**config.mk**
```make
export PLATFORM = sky130hd
export DESIGN_NAME = regfile_write_arbiter
export DESIGN_NICKNAME = d
export VERILOG_FILES = /design/src/rtl/regfile_pkg.sv /design/src/rtl/wb_slot.sv /design/src/rtl/regfile_write_arbiter.sv
export SDC_FILE = /design/constraint.sdc
export NUM_CORES = 1
export LEC_CHECK = 0
export CORE_ASPECT_RATIO = 0.5
export CORE_MARGIN = 2
export CORE_UTILIZATION = 53
export DETAILED_ROUTE_END_ITERATION = 6
export PLACE_DENSITY = 0.85
export SYNTH_ARGS = -nofsm -noshare
export SYNTH_HDL_FRONTEND = slang
export SYNTH_SLANG_ARGS = --single-unit
```
**constraint.sdc**
```tcl
create_clock -name clock -period 4.65 [get_ports clock]
set_input_delay 1.395 -clock clock [delete_from_list [all_inputs] [get_ports clock]]
set_output_delay 1.395 -clock clock [all_outputs]
set_load 0.02 [all_outputs]
```
**src/rtl/regfile_pkg.sv**
```systemverilog
// Shared constants for the register-file writeback arbiter.
package regfile_pkg;

  localparam int unsigned DEF_DATA_WIDTH = 32;
  localparam int unsigned DEF_ADDR_WIDTH = 4;
  localparam int unsigned NUM_REGS       = 1 << DEF_ADDR_WIDTH;

  // Requester port indices into the slot/grant vectors
  localparam int unsigned ALU = 0;
  localparam int unsigned LD  = 1;

  // With two requesters the "other" port is simply the complement
  function automatic logic other_port(input logic p);
    return ~p;
  endfunction

endpackage

```
**src/rtl/wb_slot.sv**
```systemverilog
// One-entry writeback holding slot: a fill loads addr/data, a drain frees it.
// A fill in the same cycle as a drain keeps the slot occupied with the new entry.
module wb_slot
  import regfile_pkg::*;
#(
  parameter int unsigned ADDR_WIDTH = DEF_ADDR_WIDTH,
  parameter int unsigned DATA_WIDTH = DEF_DATA_WIDTH
) (
  input  logic                  clock,
  input  logic                  resetN,
  input  logic                  fill,
  input  logic                  drain,
  input  logic [ADDR_WIDTH-1:0] fill_addr,
  input  logic [DATA_WIDTH-1:0] fill_data,
  output logic                  slot_valid,
  output logic [ADDR_WIDTH-1:0] slot_addr,
  output logic [DATA_WIDTH-1:0] slot_data
);

  // Slot occupancy and payload storage
  always_ff @(posedge clock or negedge resetN) begin
    if (!resetN) begin
      slot_valid <= 1'b0;
      slot_addr  <= '0;
      slot_data  <= '0;
    end else if (fill) begin
      slot_valid <= 1'b1;
      slot_addr  <= fill_addr;
      slot_data  <= fill_data;
    end else if (drain) begin
      slot_valid <= 1'b0;
    end
  end

endmodule

```
**src/rtl/regfile_write_arbiter.sv**
```systemverilog
// Shares the single register-file write port between the ALU and load writeback
// paths. Oldest entry wins; entries filled on the same edge are split round-robin.
// pendingMask flags every register with a write still buffered or on the port.
module regfile_write_arbiter
  import regfile_pkg::*;
#(
  parameter int unsigned DATA_WIDTH = DEF_DATA_WIDTH,
  parameter int unsigned ADDR_WIDTH = DEF_ADDR_WIDTH
) (
  input  logic                         clock,
  input  logic                         resetN,
  input  logic                         aluValid,
  output logic                         aluReady,
  input  logic [ADDR_WIDTH-1:0]        aluAddr,
  input  logic [DATA_WIDTH-1:0]        aluData,
  input  logic                         ldValid,
  output logic                         ldReady,
  input  logic [ADDR_WIDTH-1:0]        ldAddr,
  input  logic [DATA_WIDTH-1:0]        ldData,
  output logic                         isWrite,
  output logic [ADDR_WIDTH-1:0]        A3,
  output logic [DATA_WIDTH-1:0]        writeData,
  output logic [(1<<ADDR_WIDTH)-1:0]   pendingMask
);

  localparam int unsigned MASK_W = 1 << ADDR_WIDTH;

  logic [1:0]            slot_vld;
  logic [1:0]            fill;
  logic [1:0]            grant;
  logic [1:0]            keep;
  logic [1:0]            vld_nxt;
  logic [ADDR_WIDTH-1:0] slot_addr [2];
  logic [DATA_WIDTH-1:0] slot_data [2];

  logic rr_ptr;
  logic rr_nxt;
  logic older_vld;
  logic older_vld_nxt;
  logic older_port;
  logic older_port_nxt;
  logic sel;

  wb_slot #(
    .ADDR_WIDTH(ADDR_WIDTH),
    .DATA_WIDTH(DATA_WIDTH)
  ) u_alu_slot (
    .clock      (clock),
    .resetN     (resetN),
    .fill       (fill[ALU]),
    .drain      (grant[ALU]),
    .fill_addr  (aluAddr),
    .fill_data  (aluData),
    .slot_valid (slot_vld[ALU]),
    .slot_addr  (slot_addr[ALU]),
    .slot_data  (slot_data[ALU])
  );

  wb_slot #(
    .ADDR_WIDTH(ADDR_WIDTH),
    .DATA_WIDTH(DATA_WIDTH)
  ) u_ld_slot (
    .clock      (clock),
    .resetN     (resetN),
    .fill       (fill[LD]),
    .drain      (grant[LD]),
    .fill_addr  (ldAddr),
    .fill_data  (ldData),
    .slot_valid (slot_vld[LD]),
    .slot_addr  (slot_addr[LD]),
    .slot_data  (slot_data[LD])
  );

  // Grant selection: single occupant wins; two occupants go oldest-first, ties by rr pointer
  always_comb begin
    grant  = '0;
    rr_nxt = rr_ptr;
    case (slot_vld)
      2'b01:   grant[ALU] = 1'b1;
      2'b10:   grant[LD]  = 1'b1;
      2'b11: begin
        if (older_vld) begin
          grant[older_port] = 1'b1;
        end else begin
          grant[rr_ptr] = 1'b1;
          rr_nxt        = other_port(rr_ptr);
        end
      end
      default: grant = '0;
    endcase
  end

  // Ready depends only on slot state so a slot can be drained and refilled together
  always_comb begin
    aluReady  = ~slot_vld[ALU] | grant[ALU];
    ldReady   = ~slot_vld[LD]  | grant[LD];
    fill[ALU] = aluValid & aluReady;
    fill[LD]  = ldValid  & ldReady;
  end

  // Age tracking: remember which slot is older whenever both will hold entries from different edges
  always_comb begin
    older_vld_nxt  = older_vld;
    older_port_nxt = older_port;
    keep           = slot_vld & ~grant;
    vld_nxt        = fill | keep;
    if (vld_nxt != 2'b11) begin
      older_vld_nxt = 1'b0;
    end else if (fill[ALU] && fill[LD]) begin
      older_vld_nxt = 1'b0;
    end else if (fill[ALU]) begin
      older_vld_nxt  = 1'b1;
      older_port_nxt = 1'(LD);
    end else if (fill[LD]) begin
      older_vld_nxt  = 1'b1;
      older_port_nxt = 1'(ALU);
    end
  end

  // Arbitration state registers
  always_ff @(posedge clock or negedge resetN) begin
    if (!resetN) begin
      rr_ptr     <= 1'b0;
      older_vld  <= 1'b0;
      older_port <= 1'b0;
    end else begin
      rr_ptr     <= rr_nxt;
      older_vld  <= older_vld_nxt;
      older_port <= older_port_nxt;
    end
  end

  assign sel = grant[LD];

  // Register-file write port: copy the granted slot, otherwise drop the enable
  always_ff @(posedge clock or negedge resetN) begin
    if (!resetN) begin
      isWrite   <= 1'b0;
      A3        <= '0;
      writeData <= '0;
    end else if (|grant) begin
      isWrite   <= 1'b1;
      A3        <= slot_addr[sel];
      writeData <= slot_data[sel];
    end else begin
      isWrite   <= 1'b0;
    end
  end

  // In-flight write mask from buffered slots and the registered write port
  always_comb begin
    pendingMask = '0;
    for (int unsigned r = 0; r < MASK_W; r++) begin
      pendingMask[r] = (slot_vld[ALU] && (slot_addr[ALU] == ADDR_WIDTH'(r))) ||
                       (slot_vld[LD]  && (slot_addr[LD]  == ADDR_WIDTH'(r))) ||
                       (isWrite       && (A3             == ADDR_WIDTH'(r)));
    end
  end

endmodule

```
==> run summary, run 1 <==
CTS tree: done
Net Sw Frac: 0.3432
Mapped Nets: 457
Worst-Skew Late Latency: 0.40 ns
Die area: 10,620 um2
Average wire per standard cell: 20.53 um
RSZ-0062 raised after global routing: false
Max-cap viol count: 0
Total number of vias: 3,786
Clk sinks: 114
CTS buffer count: 17
DR iter-0 viols: 341
H-tree Lvls: 4
Crit end category: output pin
# DRC: 0
Clock share of power: 0.249
Hpwl dp: 8.408 mm
Slew Viols, Final: 0
Layout cell share with drive strength beyond 1: 0.2644
Die H: 73.89 um
Number of vias per cell: 5.763
Synth warn: 0
Slew headroom: 0.1914
Max Clk Rate: 271.0 MHz
First-pass GRT wire length: 21.27 mm
Synth Instances: 381
CP bufs+invs: 2
Clock tree buffer depth: 2
Largest net degree at the start of global routing: 102
Setup bufs post-CTS: 0
WP data arrival: 2.30 ns
Final Hold Fails: 0
Core area: 9478 um2
Filler instances: 577
Worst EP required: 3.25 ns
Worst Hold Path EP: u_alu_slot.slot_data[2]
Number of top-level pins: 131
Crit. Startpoint: u_ld_slot.slot_valid
Ys async rst share: 1.000
Period Utilization, post-route: 0.7937
Worst hold path startpoint: u_alu_slot.slot_data[2]
Critical Setup Path Class: flip-flop to output pin
R2R depth: 5
Register area share after synthesis: 0.5510
GRT Util Overall: 0.2723
Min Tclk post-route: 3.691 ns
R2r startpoint: u_ld_slot.slot_valid
DRT Pass-1 Iters: 5
Comb pwr share: 0.401
Die width: 143.8 um
RR Endpoint: u_ld_slot.slot_data[31]
Hold_buf cts: 0
Grt ovf: 0
CP Cell Sequence: buf_4, and3b_1, nand3_1, nand3_1, clkdlybuf4s50_1
Final ANT Viol Nets: 0
Worst slew pin tran: 1.213 ns
Crit path max-delay family: buffers and inverters
Internal power component: 3.129 mW
Crit-path max FO: 46
Leakage: 2.995 nW
Crit-path most repeated cell: nand3_1
FF-to-FF setup slack: 1.86 ns
Starting Density: 0.5463
Antenna diodes: 0
Pwr per Cell Area: 675.4 nW/um2
Final GP Congestion: 0.8974
CP max stage delay: 0.60 ns
Post-Syn Area: 5177 um2
Worst setup SP type: flip-flop
Number of enable flip-flop cells after synthesis: 0
Layout area overhead: 36.23%
CTS clk-pin slew, worst paths: 0.05 ns
Worst-case vdd ir drop: 325.8 uV
Setup TNS: 0 ns
Initial antenna violation count: 0
Flip-flop and latch count after synthesis: 114
Distinct cells, synth: 34
Number of global-route vias before repair: 3,946
IO Port Bufs: 130
Crit-path slowest cell: clkdlybuf4s50_1
WHS Path Cells: 1
Root buffer cell: clkbuf_16
Rows: 25
Worst Skew: 0.005362 ns
Syn Area/Cell: 13.59 um2
Worst hold path class: flip-flop to flip-flop
P_sw: 1.635 mW
Primary FF master, synth: dfrtp_1
Final nets: 586
Final setup violation count: 0
Sequential Power Share: 0.349
PostCTS Resize Cnt: 0
Final wirelength: 13.49 mm
Overall Power: 4.764 mW
Status: finished, final reports clean
==> sequential cells by signal, summed over array words and instances (netlist names) <==
name,cells
older_vld,1
u_alu_slot.slot_addr,4
isWrite,1
u_alu_slot.slot_data,32
older_port,1
rr_ptr,1
u_ld_slot.slot_valid,1
u_ld_slot.slot_data,32
u_ld_slot.slot_addr,4
u_alu_slot.slot_valid,1
writeData,32
A3,4
==> worst register-to-register path: cells and delay by family (launching register included) <==
family,cells,cell delay (ns)
DFF,1,0.36
AOI/OAI and AO/OA,1,0.74
muxes,1,0.38
and+or+nand+nor,1,0.30
buffers and inverters,2,0.90
==> logic make-up (layout without fill, tap and decap cells) <==
| family | Yosys count | after routing | share of synthesized area |
|---|---|---|---|
| compound gates | 56 | 56 | 0.1095 |
| xor+xnor | 1 | 1 | 0.001692 |
| buf+inv | 30 | 171 | 0.04036 |
| flops | 114 | 114 | 0.5510 |
| mux | 76 | 76 | 0.1878 |
| simple gates | 104 | 104 | 0.1097 |
==> power groups by stage <==
| stage | registers [mW] | logic, mW | clock network (mW) |
|---|---|---|---|
| 3_3_place_gp | 1.64 | 1.86 | 0 |
| 4_1_cts | 1.66 | 1.92 | 1.20 |
| 5_1_grt | 1.71 | 2.02 | 1.24 |
| 2_1_floorplan | 1.76 | 1.05 | 0 |
| 3_5_place_dp | 1.66 | 1.89 | 0 |
| 6_report | 1.66 | 1.91 | 1.19 |
==> worst max path at each step <==
| stage | slack [ns] | endpoint | cells past startpoint |
|---|---|---|---|
| floorplan | 1.92 | pendingMask[3] | 5 |
| finish | 0.96 | pendingMask[7] | 5 |
| global placement | 1.42 | pendingMask[7] | 5 |
| CTS | 0.95 | pendingMask[7] | 5 |
| global route | 0.81 | pendingMask[7] | 5 |
| detailed placement | 1.38 | pendingMask[7] | 5 |
==> Yosys cell counts (3+ instances only) <==
cell type    n  area, um2
a22oi_1     11      82.58
dfrtp_1    114       2853
and3_1       3      18.77
nor3b_1      3      22.52
buf_8        3      45.04
inv_1        3      11.26
nand2_1     27      101.4
o221a_1      3      33.78
buf_2        5      25.02
mux2_2      35      394.1
and3b_1      6      52.55
nand3_1     19      95.09
nor2_1       4      15.01
o221a_2     32      360.4
mux2_4      31      465.5
or3_1       34      212.7
mux2_1       7      78.83
nor2b_1      6      37.54
clkbuf_1    10      37.54
buf_6        7      78.83
==> final cells by class <==
cell class | count | area, um2 | share of cell area
Clock buffer | 25 | 485.5 | 0.06883
Multi-Input combinational cell | 237 | 2116 | 0.3000
Sequential cell | 114 | 2853 | 0.4045
Clock inverter | 6 | 55.05 | 0.007806
Inverter | 3 | 11.26 | 0.001597
Tap cell | 135 | 168.9 | 0.02395
Timing Repair Buffer | 137 | 1364 | 0.1934
==> cells in the final DEF (no fill, tap or decap), drive strengths merged, types with 5 or more instances in the layout <==
master	instances
clkdlybuf4s50	129
dfrtp	114
mux2	73
o221a	35
or3	34
nand2	27
clkbuf	25
nand3	19
a22oi	11
buf	8
and3b	6
nor2b	6
clkinv	5
o21ai	5
==> metal layers <==
layer	global-route usage	up-vias	share of wire
met5	0	-	0
met1	0.3410	1891	0.42
li1	-	1695	-
met2	0.4513	172	0.50
met3	0.07301	28	0.062
met4	0.1242	0	0.023
==> per-stage QoR <==
| stage | hold WS (ns) | worst slack, ns | util | area (um2) | instances |
|---|---|---|---|---|---|
| finish | 0.5010 | 0.9593 | 0.7442 | 7053 | 657 |
| global route | 0.5070 | 0.8139 | 0.7442 | 7053 | 657 |
| CTS | 0.4980 | 0.9494 | 0.7442 | 7053 | 657 |
| detailed placement | 0.4869 | 1.377 | 0.6871 | 6513 | 626 |
| global placement | 0.4764 | 1.418 | 0.6871 | 6513 | 626 |
| floorplan | 0.4653 | 1.916 | - | 5177 | 381 |
Note: power is estimated with default switching activity, not from simulation.
==> inputs of run 2 (changes only) <==
--- a/config.mk
+++ b/config.mk
@@ -7,9 +7,9 @@
 export LEC_CHECK = 0
 export CORE_ASPECT_RATIO = 0.5
 export CORE_MARGIN = 2
-export CORE_UTILIZATION = 53
+export CORE_UTILIZATION = 44
 export DETAILED_ROUTE_END_ITERATION = 6
-export PLACE_DENSITY = 0.85
+export PLACE_DENSITY = 0.76
 export SYNTH_ARGS = -nofsm -noshare
 export SYNTH_HDL_FRONTEND = slang
 export SYNTH_SLANG_ARGS = --single-unit
==> constraint.sdc (replaced) <==
create_clock -name clock -period 3.3 [get_ports clock]
set_input_delay 0.99 -clock clock [delete_from_list [all_inputs] [get_ports clock]]
set_output_delay 0.99 -clock clock [all_outputs]
set_load 0.02 [all_outputs]
==> run summary, run 2 (synthesized netlist as in run 1, its figures left out) <==
P_sw: 2.305 mW
Top sig layer: met4
Die area: 12,700 um2
# DRC: 0
Max-cap viol count: 0
Layout cell share with drive strength beyond 1: 0.2781
CTS clk-pin slew, worst paths: 0.05 ns
Worst Skew: 0.005715 ns
Root buffer cell: clkbuf_16
Initial antenna violation count: 0
Final Hold Fails: 0
Crit end category: output pin
Status: finished, final reports clean
Slew Viols, Final: 0
Hold Slack: 0.4908 ns
CP max stage delay: 0.60 ns
Clock share of power: 0.267
Number of global-route vias before repair: 3,775
Starting Density: 0.4616
Multi-input logic area: 2128 um2
Filler instances: 868
IO Port Bufs: 130
Met2 routed wirelength: 6.599 mm
Sequential Power Share: 0.339
Min Tclk post-route: 3.214 ns
Antenna diodes: 0
Final ANT Viol Nets: 0
Slew headroom: 0.3784
Final nets: 588
DR iter-0 viols: 224
Rows: 27
Largest registers: u_alu_slot.slot_data (32), u_ld_slot.slot_data (32), writeData (32)
Die H: 80.71 um
Core area: 11,220 um2
Worst slew pin tran: 0.9288 ns
Final Instance Count excl. Fillers: 684
RSZ-0062 raised after global routing: false
Crit-path slowest cell: clkdlybuf4s50_1
Net Sw Frac: 0.3359
Number of vias per cell: 5.374
Worst-case vdd ir drop: 489.3 uV
GRT Util Overall: 0.2077
Clk sinks: 114
Final GP Congestion: 0.8900
Die width: 157.4 um
Average wire per standard cell: 18.89 um
WL met3: 489 um
First-pass GRT wire length: 19.87 mm
Commonest cells after routing, fill and taps aside: clkdlybuf4s50_1, dfrtp_1, mux2_2
Pwr per Cell Area: 956.2 nW/um2
Layout area overhead: 38.62%
Crit. Startpoint: A3[3]
Comb pwr share: 0.394
Hpwl dp: 8.491 mm
CP Cell Sequence: nor3b_1, nand3_1, nand3_1, clkdlybuf4s50_1
R2R depth: 5
DP Cell Count: 652
Largest net degree at the start of global routing: 90
Crit-path most repeated cell: nand3_1
Internal power component: 4.557 mW
Setup TNS: 0 ns
Worst setup SP type: flip-flop
R2r startpoint: u_ld_slot.slot_valid
Max Clk Rate: 311.1 MHz
WP data arrival: 2.22 ns
DRT Pass-1 Iters: 6
Worst hold path class: primary input to async pin
Final setup violation count: 0
Total number of vias: 3,676
FF-to-FF setup slack: 0.62 ns
Worst-Skew Late Latency: 0.40 ns
Critical Setup Path Class: flip-flop to output pin
Worst EP required: 2.31 ns
Hold_buf cts: 0
RR Endpoint: u_alu_slot.slot_data[8]
Grt ovf: 0
Final wirelength: 12.92 mm
Period Utilization, post-route: 0.9741
Overall Power: 6.862 mW
Clock tree buffer depth: 2
CTS buffer count: 17
Leakage: 3.041 nW
Flip-flop and latch area: 2853 um2
Number of top-level pins: 131
Commonest non-fill, non-tap cell in the layout: clkdlybuf4s50_1
M1 WL: 5.699 mm
Crit-path max FO: 6
H-tree Lvls: 4
CTS tree: done
run 2: cell types whose count changed in the layout (fill, tap and decap cells not counted):
cell / before / now
clkbuf_8: 3 / 2
clkinvlp_4: 0 / 1
o21ai_2: 1 / 0
bufinv_16: 1 / 3
clkbuf_1: 5 / 1
nor3b_2: 0 / 1
o21ai_4: 2 / 3
buf_4: 7 / 8
clkinv_2: 5 / 8
buf_12: 1 / 2
nor3b_1: 3 / 2
run 2: final cells by class:
cell class              instances  share of cell area
well taps                     159             0.02772
inverters                       3            0.001569
clock inverters                12             0.01918
multi-input cells             237              0.2965
flip-flops and latches        114              0.3975
repair buffers                139              0.1939
clock buffers                  20             0.06363
run 2: through the flow:
step           worst slack (ns)    util  instance area [um2]
3_3_place_gp             0.5880  0.5865                 6578
2_1_floorplan            0.9715       -                 5177
3_5_place_dp             0.5221  0.5865                 6578
5_1_grt                0.007336  0.6399                 7177
4_1_cts                 0.07705  0.6394                 7172
6_report                0.08560  0.6399                 7177
run 2: worst max path at each step:
| stage | depth (start not counted) | to | slack (ns) |
|---|---|---|---|
| 6_report | 4 | pendingMask[3] | 0.09 |
| 5_1_grt | 4 | pendingMask[3] | 0.007 |
| 3_5_place_dp | 4 | pendingMask[1] | 0.52 |
| 2_1_floorplan | 5 | pendingMask[3] | 0.97 |
| 3_3_place_gp | 4 | pendingMask[1] | 0.59 |
| 4_1_cts | 4 | pendingMask[1] | 0.08 |
run 2: power groups by stage:
stage / Clock, mW / Sequential, mW / Combinational [mW]
2_1_floorplan: 0 / 2.47 / 1.48
3_3_place_gp: 0 / 2.31 / 2.67
3_5_place_dp: 0 / 2.33 / 2.70
4_1_cts: 1.86 / 2.32 / 2.72
5_1_grt: 1.93 / 2.40 / 2.86
6_report: 1.83 / 2.32 / 2.71
run 2: per-layer routing:
metal	global-route usage	vias to the layer above
met2	0.3690	103
met3	0.03994	12
met4	0.06364	0
li1	-	1689
met5	0	-
met1	0.2606	1872
run 2: repair_timing:
| action | CTS | global route |
|---|---|---|
| gates resized for setup | 0 | 1 |
| setup endpoints to repair | 0 | 1 |
| buffers inserted | 0 | 0 |
run 2: worst max-delay path, delay by kind of cell, from the launching register on:
family                 cells  cell delay [ns]
and+or+nand+nor            3             0.79
buffers and inverters      1             0.60
DFF                        1             0.43
